File: src/rtl/pl_mem_pkg.sv
// Shared types for the byte-serial data-memory initiator.
// Holds the RV32I load/store width codes, FSM states and size decode.
package pl_mem_pkg;

   localparam logic [2:0] F3_B  = 3'b000;
   localparam logic [2:0] F3_H  = 3'b001;
   localparam logic [2:0] F3_W  = 3'b010;
   localparam logic [2:0] F3_BU = 3'b100;
   localparam logic [2:0] F3_HU = 3'b101;

   typedef enum logic [1:0] {
      IDLE   = 2'd0,
      ACCESS = 2'd1,
      DONE   = 2'd2
   } state_t;

   // Byte count of an access; code 11 is treated as a full word.
   function automatic logic [2:0] size_bytes(input logic [2:0] f3);
      logic [2:0] n;
      case (f3[1:0])
         2'b00:   n = 3'd1;
         2'b01:   n = 3'd2;
         default: n = 3'd4;
      endcase
      return n;
   endfunction

endpackage

File: src/rtl/pl_mem_access_unit_extend.sv
// Load-result extension: sign/zero-extends byte and half loads.
// Purely combinational so the forwarding path can reuse it.
module pl_load_extend
   import pl_mem_pkg::*;
#(
   parameter int WD = 32
) (
   input  logic [WD-1:0] i_raw,
   input  logic [2:0]    i_func3,
   output logic [WD-1:0] o_ext
);

   logic w_unsigned;

   assign w_unsigned = i_func3[2];

   // Pick extension by access size; words and code 11 pass through.
   always_comb begin
      o_ext = i_raw;
      case (i_func3[1:0])
         2'b00: begin
            if (w_unsigned)
               o_ext = {{(WD-8){1'b0}}, i_raw[7:0]};
            else
               o_ext = {{(WD-8){i_raw[7]}}, i_raw[7:0]};
         end
         2'b01: begin
            if (w_unsigned)
               o_ext = {{(WD-16){1'b0}}, i_raw[15:0]};
            else
               o_ext = {{(WD-16){i_raw[15]}}, i_raw[15:0]};
         end
         default: o_ext = i_raw;
      endcase
   end

endmodule

File: src/rtl/pl_mem_access_unit.sv
// MEM-stage initiator: runs one load/store as byte-serial accesses.
// Little-endian; busy stalls the pipe until the response pulse.
module pl_mem_access_unit
   import pl_mem_pkg::*;
#(
   parameter int WA = 32,
   parameter int WB = 8,
   parameter int WD = 32
) (
   input  logic          clk,
   input  logic          rst,
   input  logic          req_valid,
   input  logic          req_write,
   input  logic [2:0]    func3,
   input  logic [WA-1:0] req_addr,
   input  logic [WD-1:0] req_wdata,
   output logic          req_ready,
   output logic          busy,
   output logic          resp_valid,
   output logic [WD-1:0] resp_rdata,
   output logic [WA-1:0] mem_addr,
   output logic          mem_we,
   output logic [WB-1:0] mem_wdata,
   input  logic [WB-1:0] mem_rdata
);

   state_t        r_state;
   state_t        w_next;
   logic [1:0]    r_k;
   logic [WA-1:0] r_addr;
   logic [WD-1:0] r_wdata;
   logic [WD-1:0] r_asm;
   logic [2:0]    r_func3;
   logic          r_write;

   logic [2:0]    w_n;
   logic          w_last;
   logic          w_accept;
   logic          w_skip;
   logic [WD-1:0] w_ext;

   assign w_n      = size_bytes(r_func3);
   assign w_last   = ({1'b0, r_k} == (w_n - 3'd1));
   assign w_accept = req_valid && (r_state == IDLE);
   // A store with code 11 has no defined width: complete without writing.
   assign w_skip   = req_write && (func3[1:0] == 2'b11);

   pl_load_extend #(
      .WD(WD)
   ) u_ext (
      .i_raw  (r_asm),
      .i_func3(r_func3),
      .o_ext  (w_ext)
   );

   // State register; reset overrides any request in the same cycle.
   always_ff @(posedge clk) begin
      if (rst)
         r_state <= IDLE;
      else
         r_state <= w_next;
   end

   // Next state and all handshake/memory outputs, decoded from state.
   always_comb begin
      w_next     = r_state;
      req_ready  = 1'b0;
      busy       = 1'b1;
      resp_valid = 1'b0;
      resp_rdata = '0;
      mem_addr   = '0;
      mem_we     = 1'b0;
      mem_wdata  = '0;
      case (r_state)
         IDLE: begin
            req_ready = 1'b1;
            busy      = 1'b0;
            if (req_valid)
               w_next = w_skip ? DONE : ACCESS;
         end
         ACCESS: begin
            mem_addr = r_addr + WA'(r_k);
            if (r_write) begin
               mem_we    = 1'b1;
               mem_wdata = r_wdata[r_k*WB +: WB];
            end
            if (w_last)
               w_next = DONE;
         end
         DONE: begin
            resp_valid = 1'b1;
            resp_rdata = r_write ? '0 : w_ext;
            w_next     = IDLE;
         end
         default: w_next = IDLE;
      endcase
   end

   // Latch the request on accept; step the byte counter and assemble loads.
   always_ff @(posedge clk) begin
      if (rst) begin
         r_k     <= '0;
         r_addr  <= '0;
         r_wdata <= '0;
         r_asm   <= '0;
         r_func3 <= '0;
         r_write <= 1'b0;
      end else if (w_accept) begin
         r_k     <= '0;
         r_addr  <= req_addr;
         r_wdata <= req_wdata;
         r_asm   <= '0;
         r_func3 <= func3;
         r_write <= req_write;
      end else if (r_state == ACCESS) begin
         r_k <= r_k + 2'd1;
         if (!r_write)
            r_asm[r_k*WB +: WB] <= mem_rdata;
      end
   end

endmodule

File: config.mk
export PLATFORM = sky130hd
export DESIGN_NAME = pl_mem_access_unit
export DESIGN_NICKNAME = d
export VERILOG_FILES = /design/src/rtl/pl_mem_pkg.sv /design/src/rtl/pl_mem_access_unit_extend.sv /design/src/rtl/pl_mem_access_unit.sv
export SDC_FILE = /design/constraint.sdc
export NUM_CORES = 1
export LEC_CHECK = 0
export BUFFER_PORTS_ARGS = -buffer_cell sky130_fd_sc_hd__clkbuf_2
export CELL_PAD_IN_SITES_DETAIL_PLACEMENT = 1
export CELL_PAD_IN_SITES_GLOBAL_PLACEMENT = 1
export CORE_UTILIZATION = 37
export CTS_CLUSTER_SIZE = 8
export DETAILED_ROUTE_END_ITERATION = 7
export PLACE_DENSITY = 0.79
export REMOVE_ABC_BUFFERS = 1
export SETUP_SLACK_MARGIN = 0.2
export SYNTH_ARGS = -nofsm -noshare
export SYNTH_HDL_FRONTEND = slang
export SYNTH_HIERARCHICAL = 1
export SYNTH_SLANG_ARGS = --single-unit
File: constraint.sdc
create_clock -name clk -period 3 [get_ports clk]
set_input_delay 0.6 -clock clk [delete_from_list [all_inputs] [get_ports clk]]
set_output_delay 0.6 -clock clk [all_outputs]
set_load 0.005 [all_outputs]
## Word level (Yosys, flattened, before mapping)

Cells that the tools add are included.

- Bits in registers: 104
- Input port bits: 79

- Add/subtract/negate cells: 4
- Eq/ne operators: 7
- Shifts and indexed selects: 3
- Muxes and demuxes: 19
- Bitwise gates (word level): 1
- Reduce and logical (&&, ||, !) cells: 7

Operators by type and width:

| kind | count |
|---|---|
| $mux 32 | 5 |
| $pmux 32 s2 | 1 |
| $neg 5->34 | 1 |
| $shift 8x34->32 const A | 1 |
| $shiftx 8x34->32 | 1 |
| $add 32x2->32 | 1 |
| $bwmux 32 | 1 |
| $shiftx 32x6->8 | 1 |
| $mux 8 | 2 |
| $mux 2 | 3 |
| $pmux 3 s2 | 1 |
| $mux 1 | 5 |
| $eq 2x1->1 const B | 2 |
| $eq 2x2->1 const B | 2 |
| $logic_not 2->1 | 2 |
| $ne 2x2->1 const B | 2 |
| $pmux 2 s2 | 1 |
| $reduce_and 2->1 | 2 |
| $eq 2x3->1 | 1 |
| $sub 3x1->3 const B | 1 |
| $add 2x1->2 const B | 1 |
| $logic_and 1x1->1 | 2 |
| $reduce_or 2->1 | 1 |
| $not 1->1 | 1 |

## Depth between registers and ports, before layout

Gate-level depths: netlist of the first run.

- Word-level depth: 6
- Depth in mapped cells: 8
- Mapped depth without buffers: 6

## Cells and area by module

The synthesis of the first run kept the hierarchy.

Modules (own cells, without submodules):

| module | instances | cells an instance | area each (sq um) | sequential area each (sq um) |
|---|---|---|---|---|
| pl_mem_access_unit | 1 | 681 | 5178.7 | 2082.0 |
| pl_load_extend | 1 | 67 | 355.3 | 0.0 |

## Worst setup path after synthesis of the first run

OpenSTA, ideal clock, no wires.

- Kind: register to output
- Start: register r_k[0]
- End: output mem_addr[26]
- Arrival: 2.098 ns
- Slack: 0.302 ns
- Stages on the path, launching flop included: 7
- Cell sequence: dfxtp_1 -> ha_1 -> fa_1 -> nand4_1 -> or4_4 -> or4_1 -> a21oi_1

- Longest elaborated chain between the ends: 2

RTL lines:

| item | line | source |
|---|---|---|
| start, declared | pl_mem_access_unit.sv:29 | `logic [1:0] r_k;` |
| start signal, assigned | pl_mem_access_unit.sv:116 | `r_k <= r_k + 2'd1;` |
| $add 32x2->32 | pl_mem_access_unit.sv:82 | `mem_addr = r_addr + WA'(r_k);` |
| $mux 32 | pl_mem_access_unit.sv:74 | `case (r_state)` |
| end, declared | pl_mem_access_unit.sv:21 | `output logic [WA-1:0] mem_addr,` |

Every way passes these cells.

## Worst setup path after layout of the first run

- Start: register r_addr[0]
- End: output mem_addr[22]

- Longest elaborated chain between the ends: 2

RTL lines:

| item | line | source |
|---|---|---|
| start, declared | pl_mem_access_unit.sv:30 | `logic [WA-1:0] r_addr;` |
| start signal, assigned | pl_mem_access_unit.sv:110 | `r_addr <= req_addr;` |
| $add 32x2->32 | pl_mem_access_unit.sv:82 |  |
| $mux 32 | pl_mem_access_unit.sv:74 |  |

Every way passes these cells.

==> flow_summary.json, run 1 <==
{
  "tightest_slew_ns": 0.723,
  "synth.distinct_cells": 48,
  "clock_skew_ns": 0.0121,
  "outcome": "complete, but fails checks",
  "synthSimpleGateAreaFrac_pct": 32.6,
  "start_util_pct": 37.9,
  "htree_levels": 3,
  "netlist_instances": 748,
  "final-hold-violation-count": 0,
  "synth_xor_xnor_area_share_pct": 1.74,
  "nFillCells": 1889,
  "synth_seq_area_share_pct": 37.6,
  "post-route-min-period_ns": 3.04,
  "wl_mm": 17.4,
  "grt_pass1_wl_mm": 27.8,
  "io_pins": 155,
  "post-place-cells": 1040,
  "grt_max_degree": 71,
  "numCtsBuffers": 9,
  "die_x_um": 124,
  "cts_buffer_depth": 2,
  "synth_top_family_by_area": "simple AND/OR/NAND/NOR gates",
  "p_per_area_mw_per_mm2": 453,
  "holdWs_ns": 0.451,
  "drt_iter0_markers": 297,
  "yosysTopAreaCell": "dfxtp_1",
  "dr.pass1.iters": 4,
  "crit_path_max_fanout": 5,
  "core_region_area_mm2": 0.0146,
  "maxCapViolCount": 0,
  "synthTopCellsByCount": "216 x nand2_1, 122 x a21oi_1, 104 x dfxtp_1",
  "synth_area_leaders": "dfxtp_1 38%, nand2_1 15%, a21oi_1 11%, and2_1 4.9%, nand3_1 4.0%",
  "final_cells": 1071,
  "antenna_found_initial": 0,
  "dpl_cell_area_mm2": 0.00636,
  "multi_input_area_mm2": 0.00323,
  "antennaDiodeCount": 0,
  "final_cell_area_mm2": 0.00694,
  "yosys.area_share.adder_pct": 1.94,
  "layout-drive-gt1-share_pct": 28.7,
  "async_reset_ff_share_pct": 0,
  "rsz0062_at_grt": "yes",
  "regArea_mm2": 0.00210,
  "grt_overflow": 0,
  "slew_headroom_pct": 51.7,
  "synth_warnings": 6,
  "crit_path_end_kind": "output port",
  "num_vias": 5739,
  "ant_nets": 0,
  "ff2ff_setup_slack_ns": 1.05,
  "grt_pass1_vias": 5597,
  "clk_latency_ns": 0.36,
  "max_freq_ghz": 0.329,
  "fp.dieArea_mm2": 0.0155,
  "violations": "setup timing",
  "timing.critical_path.arrival_ns": 2.44,
  "fin_util_pct": 47.5,
  "synth-main-ff-cell": "dfxtp_1",
  "portBuffers": 154,
  "cts_tree": "done",
  "rows": 44,
  "synth_mux_area_share_pct": 3.50,
  "synth_most_common_cell": "nand2_1",
  "maxSlewViolCount": 0,
  "leakagePower_nw": 2.81,
  "hpwl_mm": 12.0,
  "finalCritPeriodShare_pct": 101,
  "gp_congestion": 0.772,
  "synth_top_area_share_pct": 37.6,
  "areaGrowthSynthToFinish_pct": 25.3,
  "grt_use_total_pct": 22.0,
  "criticalPathCategory": "flip-flop to output port",
  "synth_seq_cells": 104,
  "drc": 0,
  "syn-cell-area_mm2": 0.00553,
  "hold_buffers": 0,
  "hold_path.class": "flip-flop to flip-flop",
  "numClockSinks": 104,
  "setup_viol": 2,
  "syn_avg_cell_area_um2": 7.40,
  "clkTransAtPathRegs_ns": 0.07,
  "setup_ws_ns": -0.0397,
  "synth_compound_area_share_pct": 16.2,
  "avgRoutedWirePerCell_um": 16.2,
  "dp_slack_ns": 0.0520,
  "start_kind": "flip-flop",
  "dieHeight_um": 124,
  "worstPathRequired_ns": 2.40,
  "routed_via_density": 5.36,
  "fin_nets": 969,
  "clockRootBuffer": "clkbuf_16",
  "ir_drop_mv": 0.290,
  "synth_edf_count": 0
}
[power by group]
part / switching [mW] / total [mW] / leakage, nW / internal (mW)
sequential: 0.0739 / 1.53 / 0.855 / 1.45
clock: 0.597 / 1.19 / 0.143 / 0.588
combinational: 0.264 / 0.429 / 1.81 / 0.165
total: 0.935 / 3.14 / 2.81 / 2.21
[cell families (layout without fill, tap and decap cells)]
kind of cell | Yosys count | after routing
AOI/OAI and AO/OA | 171 | 171
xor gates and xnor gates | 11 | 11
adders and majority gates | 8 | 8
buffers and inverters | 68 | 207
DFF | 104 | 104
muxes | 9 | 9
and+or+nand+nor | 377 | 377
[worst max-delay path, stage by stage, from the launching register on]
cell and delay (ns):
dfxtp_2 0.36, ha_4 0.15, fa_2 0.22, nand4_1 0.12, or4_4 0.48, buf_4 0.16, or3_4 0.32, a21oi_2 0.14
buf_2 0.13
[registers in the layout, indices dropped and copies added, names as in the netlist]
name	count
r_addr	32
r_asm	32
r_wdata	32
r_func3	3
r_k	2
r_state	2
r_write	1
[worst paths after layout]
kind / startpoint / end / cells past startpoint
max: r_addr[0]$_SDFFE_PP0P_ / mem_addr[22] / 8
max reg2reg: r_k[0]$_SDFFE_PP0P_ / r_asm[4]$_SDFFE_PP0P_ / 7
min: r_asm[0]$_SDFFE_PP0P_ / r_asm[0]$_SDFFE_PP0P_ / 2
min reg2reg: r_asm[0]$_SDFFE_PP0P_ / r_asm[0]$_SDFFE_PP0P_ / 2
[through the flow]
step / total power, mW / TNS [ns]
3_3_place_gp: 1.96 / 0
4_1_cts: 3.15 / -0.143
5_1_grt: 3.28 / -0.409
2_1_floorplan: 1.76 / -0.631
3_5_place_dp: 1.97 / 0
6_report: 3.14 / -0.0792
[per-layer routing]
| layer | vias up | share of wire [%] | GRT usage (%) |
|---|---|---|---|
| li1 | 2817 | - | - |
| met1 | 2741 | 44 | 28.1 |
| met2 | 156 | 50 | 37.3 |
| met3 | 25 | 4.6 | 3.78 |
| met4 | 0 | 2.0 | 7.73 |
| met5 | - | 0 | 0 |
[layout by cell type, fill, tap and decap left out, types with 2 or more instances in the layout]
master	count
xor2_1	7
buf_2	6
nand3_1	42
o21ai_0	34
and4_4	3
xnor2_1	3
dfxtp_4	2
nand3_2	2
clkbuf_2	148
buf_4	26
or4_1	6
nand4_1	9
nor2_1	11
nand2_1	213
buf_12	3
mux4_2	8
inv_6	3
and2_1	42
nand2_2	2
dfxtp_2	10
ha_4	2
nor3b_1	4
and3_2	4
clkbuf_16	9
or3_1	7
ha_1	5
o31ai_1	8
or4b_4	2
a21oi_1	118
nor3_1	3
and3_1	8
buf_6	4
a21oi_2	3
nor2b_1	3
nor4_1	2
or4_4	3
dfxtp_1	92
inv_1	4
[timing repair]
| action | CTS | global route |
|---|---|---|
| endpoints found under the setup margin | 20 | 21 |
| setup buffers | 7 | 8 |
| endpoints found under the hold margin | 0 | 0 |
| pin swaps | 12 | 14 |
| gates resized for setup | 18 | 35 |
[layout make-up]
| cell class | instances | share of cell area [%] |
|---|---|---|
| Inverter | 4 | 0.216 |
| Clock buffer | 10 | 3.30 |
| Clock inverter | 6 | 0.902 |
| Timing Repair Buffer | 187 | 15.4 |
| Tap cell | 184 | 3.32 |
| Sequential cell | 104 | 30.3 |
| Multi-Input combinational cell | 576 | 46.5 |
(Power assumes the default switching activity.)
==> run 2, diff against run 1 <==
MAX_ROUTING_LAYER = met4   (was not set)
PLACE_DENSITY = 0.87   (was 0.79)
==> flow_summary.json, run 2 (synthesis results as in run 1) <==
{
  "dr.pass1.iters": 4,
  "post-route-min-period_ns": 3.03,
  "layout_commonest_cell": "nand2_1",
  "core_region_area_mm2": 0.0146,
  "drc": 0,
  "crit_path_end_kind": "output port",
  "final_cell_area_mm2": 0.00684,
  "start_kind": "flip-flop",
  "hpwl_mm": 11.8,
  "crit_path_max_fanout": 5,
  "num_vias": 5640,
  "grt_max_degree": 58,
  "nFillCells": 1868,
  "rows": 44,
  "clkTransAtPathRegs_ns": 0.08,
  "portBuffers": 154,
  "max_freq_ghz": 0.330,
  "ant_nets": 0,
  "cts_tree": "done",
  "maxCapViolCount": 0,
  "antennaDiodeCount": 0,
  "htree_levels": 3,
  "grt_overflow": 0,
  "avgRoutedWirePerCell_um": 15.9,
  "drt_iter0_markers": 304,
  "clock_skew_ns": 0.0115,
  "setup_viol": 3,
  "gp_congestion": 0.861,
  "maxSlewViolCount": 0,
  "start_util_pct": 37.9,
  "final_cells": 1068,
  "timing.critical_path.arrival_ns": 2.43,
  "grt_use_total_pct": 22.8,
  "p_per_area_mw_per_mm2": 459,
  "die_x_um": 124,
  "final-hold-violation-count": 0,
  "outcome": "complete, but fails checks",
  "top_regs": "r_addr x32, r_asm x32, r_wdata x32",
  "tightest_slew_ns": 0.931,
  "finalSetupTns_ns": -0.0707,
  "clockRootBuffer": "clkbuf_16",
  "violations": "setup timing",
  "numCtsBuffers": 9,
  "criticalPathCategory": "flip-flop to output port",
  "ir_drop_mv": 0.235,
  "dpl_cell_area_mm2": 0.00637,
  "rsz0062_at_grt": "yes",
  "clk_latency_ns": 0.36,
  "grt_pass1_vias": 5627,
  "final_cell_mix": "214 x nand2_1, 152 x clkbuf_2, 120 x a21oi_1, 95 x dfxtp_1, 43 x nand3_1",
  "finalCritPeriodShare_pct": 101,
  "fin_nets": 966,
  "layout-drive-gt1-share_pct": 27.6,
  "leakagePower_nw": 2.78,
  "areaGrowthSynthToFinish_pct": 23.7,
  "grt_pass1_wl_mm": 27.9,
  "hold_path.class": "primary input to flip-flop",
  "worstPathRequired_ns": 2.40,
  "slew_headroom_pct": 37.8,
  "numClockSinks": 104,
  "dieHeight_um": 124,
  "post-place-cells": 1041,
  "antenna_found_initial": 0,
  "cts_buffer_depth": 2,
  "setup_ws_ns": -0.0309,
  "routed_via_density": 5.28,
  "io_pins": 155,
  "fp.dieArea_mm2": 0.0155,
  "wl_mm": 17.0
}
-- run 2: path summary, 6_finish.rpt --
kind / startpoint / slack, ns / endpoint / cells after the start
setup / recovery: r_addr[0]$_SDFFE_PP0P_ / -0.03 / mem_addr[30] / 7
hold / removal: req_wdata[23] / 0.45 / r_wdata[23]$_SDFFE_PP0P_ / 3
setup reg to reg: r_write$_SDFFE_PP0P_ / 0.93 / r_asm[30]$_SDFFE_PP0P_ / 4
hold reg to reg: r_asm[8]$_SDFFE_PP0P_ / 0.45 / r_asm[8]$_SDFFE_PP0P_ / 2
-- run 2: final cells by class --
type	count	area, um2	share of cell area, %
timing repair buffer	184	1030	15.1
inverter	4	15.0	0.219
multi-input combinational	576	3170	46.3
sequential	104	2100	30.6
clock inverter	7	73.8	1.08
tap	184	230	3.36
clock buffer	9	225	3.29
-- run 2: routing by layer --
metal / wire (um) / share of wire, % / global-route usage [%] / vias up
met2: 8360 / 49 / 37.6 / 140
met4: 350 / 2.1 / 9.43 / 0
met3: 562 / 3.3 / 2.88 / 24
met5: 0 / 0 / - / -
li1: - / - / - / 2813
met1: 7750 / 46 / 28.1 / 2663
-- run 2: per-stage QoR --
stage          hold slack [ns]  total power [mW]  setup slack, ns  util [%]
2_1_floorplan            0.427              1.76           -0.179         -
3_3_place_gp             0.438              1.96            0.149      43.7
3_5_place_dp             0.439              1.98            0.102      43.7
4_1_cts                  0.439              3.16          -0.0529      46.5
5_1_grt                  0.451              3.28           -0.134      46.9
6_report                 0.447              3.14          -0.0309      46.9
-- run 2: worst max-delay path: stages (launching register included) --
cell and delay, ns:
dfxtp_2 0.36, ha_4 0.16, fa_2 0.23, nand4_1 0.11, or4_4 0.47, or4_1 0.48
a21oi_1 0.14, clkbuf_2 0.14
-- run 2: report_power, final --
part / internal [mW] / switching (mW) / total [mW]
clock network: 0.590 / 0.600 / 1.19
registers: 1.45 / 0.0728 / 1.52
logic: 0.166 / 0.264 / 0.430
-- run 2: timing repair --
item | CTS | global route
hold buffers | 0 | 0
resized for setup | 19 | 15
setup endpoints to repair | 19 | 18
pin swaps | 12 | 5
buffers inserted | 9 | 2
==> run 3, diff against run 2 <==
CORE_ASPECT_RATIO = 0.75   (was not set)
CORE_UTILIZATION = 40   (was 37)
PLACE_DENSITY = 0.92   (was 0.87)
clock period = 3.7 ns   (was 3 ns; I/O delays follow)
==> flow_summary.json, run 3 (synthesis results as in run 1) <==
{
  "avgRoutedWirePerCell_um": 16.4,
  "gp_congestion": 0.841,
  "post-place-cells": 1019,
  "setup_viol": 0,
  "rsz0062_at_grt": "no",
  "post-route-min-period_ns": 3.35,
  "dr.max_layer_used": "met4",
  "fp.dieArea_mm2": 0.0143,
  "grt_pass1_wl_mm": 27.3,
  "numClockSinks": 104,
  "hold_path.class": "flip-flop to flip-flop",
  "htree_levels": 3,
  "rows": 36,
  "wl_met3_um": 873,
  "crit_path_end_kind": "output port",
  "reg2reg_depth": 6,
  "criticalPathCategory": "flip-flop to output port",
  "numCtsBuffers": 9,
  "whs_path_depth": 2,
  "wl_met1_mm": 8.15,
  "layout_commonest_cell": "nand2_1",
  "clock_skew_ns": 0.00581,
  "drt_iter0_markers": 264,
  "wl_met2_mm": 7.69,
  "cp_top_family": "simple AND/OR/NAND/NOR gates",
  "clk_latency_ns": 0.34,
  "tightest_slew_ns": 0.951,
  "hpwl_mm": 12.7,
  "finalCritPeriodShare_pct": 90.6,
  "worstPathRequired_ns": 2.96,
  "crit_chain": "ha_2, fa_2, and4_2, nand4_4, or4b_2, a21oi_1, clkbuf_2",
  "dr.pass1.iters": 4,
  "start_kind": "flip-flop",
  "max_freq_ghz": 0.298,
  "outcome": "complete, no violations",
  "crit_path_max_fanout": 10,
  "cts_buffer_depth": 2,
  "core_region_area_mm2": 0.0132,
  "path_buf_inv": 1,
  "antennaDiodeCount": 0,
  "num_vias": 5629,
  "final_cell_area_mm2": 0.00655,
  "io_pins": 155,
  "routed_via_density": 5.43,
  "fin_nets": 947,
  "layout-drive-gt1-share_pct": 23.8,
  "ir_drop_mv": 0.236,
  "wl_mm": 17.0,
  "areaGrowthSynthToFinish_pct": 18.4,
  "cts_tree": "done",
  "clockRootBuffer": "clkbuf_16",
  "die_x_um": 138,
  "holdWs_ns": 0.451,
  "grt_pass1_vias": 5442,
  "slew_headroom_pct": 36.5,
  "grt_max_degree": 47,
  "maxSlewViolCount": 0,
  "grt_overflow": 0,
  "drc": 0,
  "start_util_pct": 41.8,
  "dpl_cell_area_mm2": 0.00626,
  "antenna_found_initial": 0,
  "portBuffers": 154,
  "top_regs": "r_addr x32, r_asm x32, r_wdata x32",
  "clkTransAtPathRegs_ns": 0.07,
  "maxCapViolCount": 0,
  "nFillCells": 1736,
  "leakagePower_nw": 2.65,
  "grt_use_total_pct": 24.8,
  "final_cell_mix": "215 x nand2_1, 154 x clkbuf_2, 122 x a21oi_1, 104 x dfxtp_1, 44 x nand3_1",
  "critical-path-slowest-cell": "or4b_2",
  "power_mw": 2.47,
  "final_cells": 1036,
  "final-hold-violation-count": 0,
  "finalSetupTns_ns": 0,
  "dieHeight_um": 104,
  "ant_nets": 0,
  "p_per_area_mw_per_mm2": 377,
  "timing.critical_path.arrival_ns": 2.61,
  "max_stage_delay_ns": 0.66,
  "critical_path_depth": 7
}
run 3: final timing paths:
kind	startpoint	slack, ns	end
worst max-delay path	r_addr[0]$_SDFFE_PP0P_	0.35	mem_addr[24]
worst min-delay path	r_asm[25]$_SDFFE_PP0P_	0.45	r_asm[25]$_SDFFE_PP0P_
worst max register to register	r_k[0]$_SDFFE_PP0P_	1.24	r_asm[4]$_SDFFE_PP0P_
worst min register to register	r_asm[25]$_SDFFE_PP0P_	0.45	r_asm[25]$_SDFFE_PP0P_
run 3: per-layer routing:
metal | vias up | GRT usage, %
li1 | 2771 | -
met1 | 2690 | 34.9
met2 | 152 | 37.4
met3 | 16 | 3.56
met4 | 0 | 5.90
met5 | - | -
run 3: cell type report:
cell class                 instances  area (um2)  area share (%)
clock buffer                       9         225            3.44
clock inverter                     7        55.1           0.840
inverter                           4        15.0           0.229
multi-input combinational        576        3110            47.4
sequential                       104        2080            31.8
tap                              171         214            3.26
timing repair buffer             165         853            13.0
run 3: per-stage QoR:
step | worst slack (ns) | util [%]
final | 0.348 | 49.5
after floorplan | 0.381 | -
after global routing | 0.226 | 49.5
after detailed placement | 0.637 | 47.3
after CTS | 0.254 | 49.4
after global placement | 0.681 | 47.3
run 3: report_power, final:
group / internal [mW] / total (mW) / switching, mW
Sequential: 1.18 / 1.24 / 0.0614
Clock: 0.463 / 0.899 / 0.436
Combinational: 0.123 / 0.332 / 0.209
Total: 1.76 / 2.47 / 0.706
run 3: worst reg2reg max path, cell delays in order (launching register included):
cell	delay, ns
dfxtp_1	0.34
buf_4	0.29
inv_1	0.19
ha_1	0.39
nor3b_1	0.80
nand3_1	0.20
a21oi_1	0.18
run 3: timing repair:
action	4_1_cts	5_1_grt
hold buffers	0	0
setup endpoints to repair	0	4
resized for setup	0	3
buffers inserted	0	1
endpoints found under the hold margin	0	0
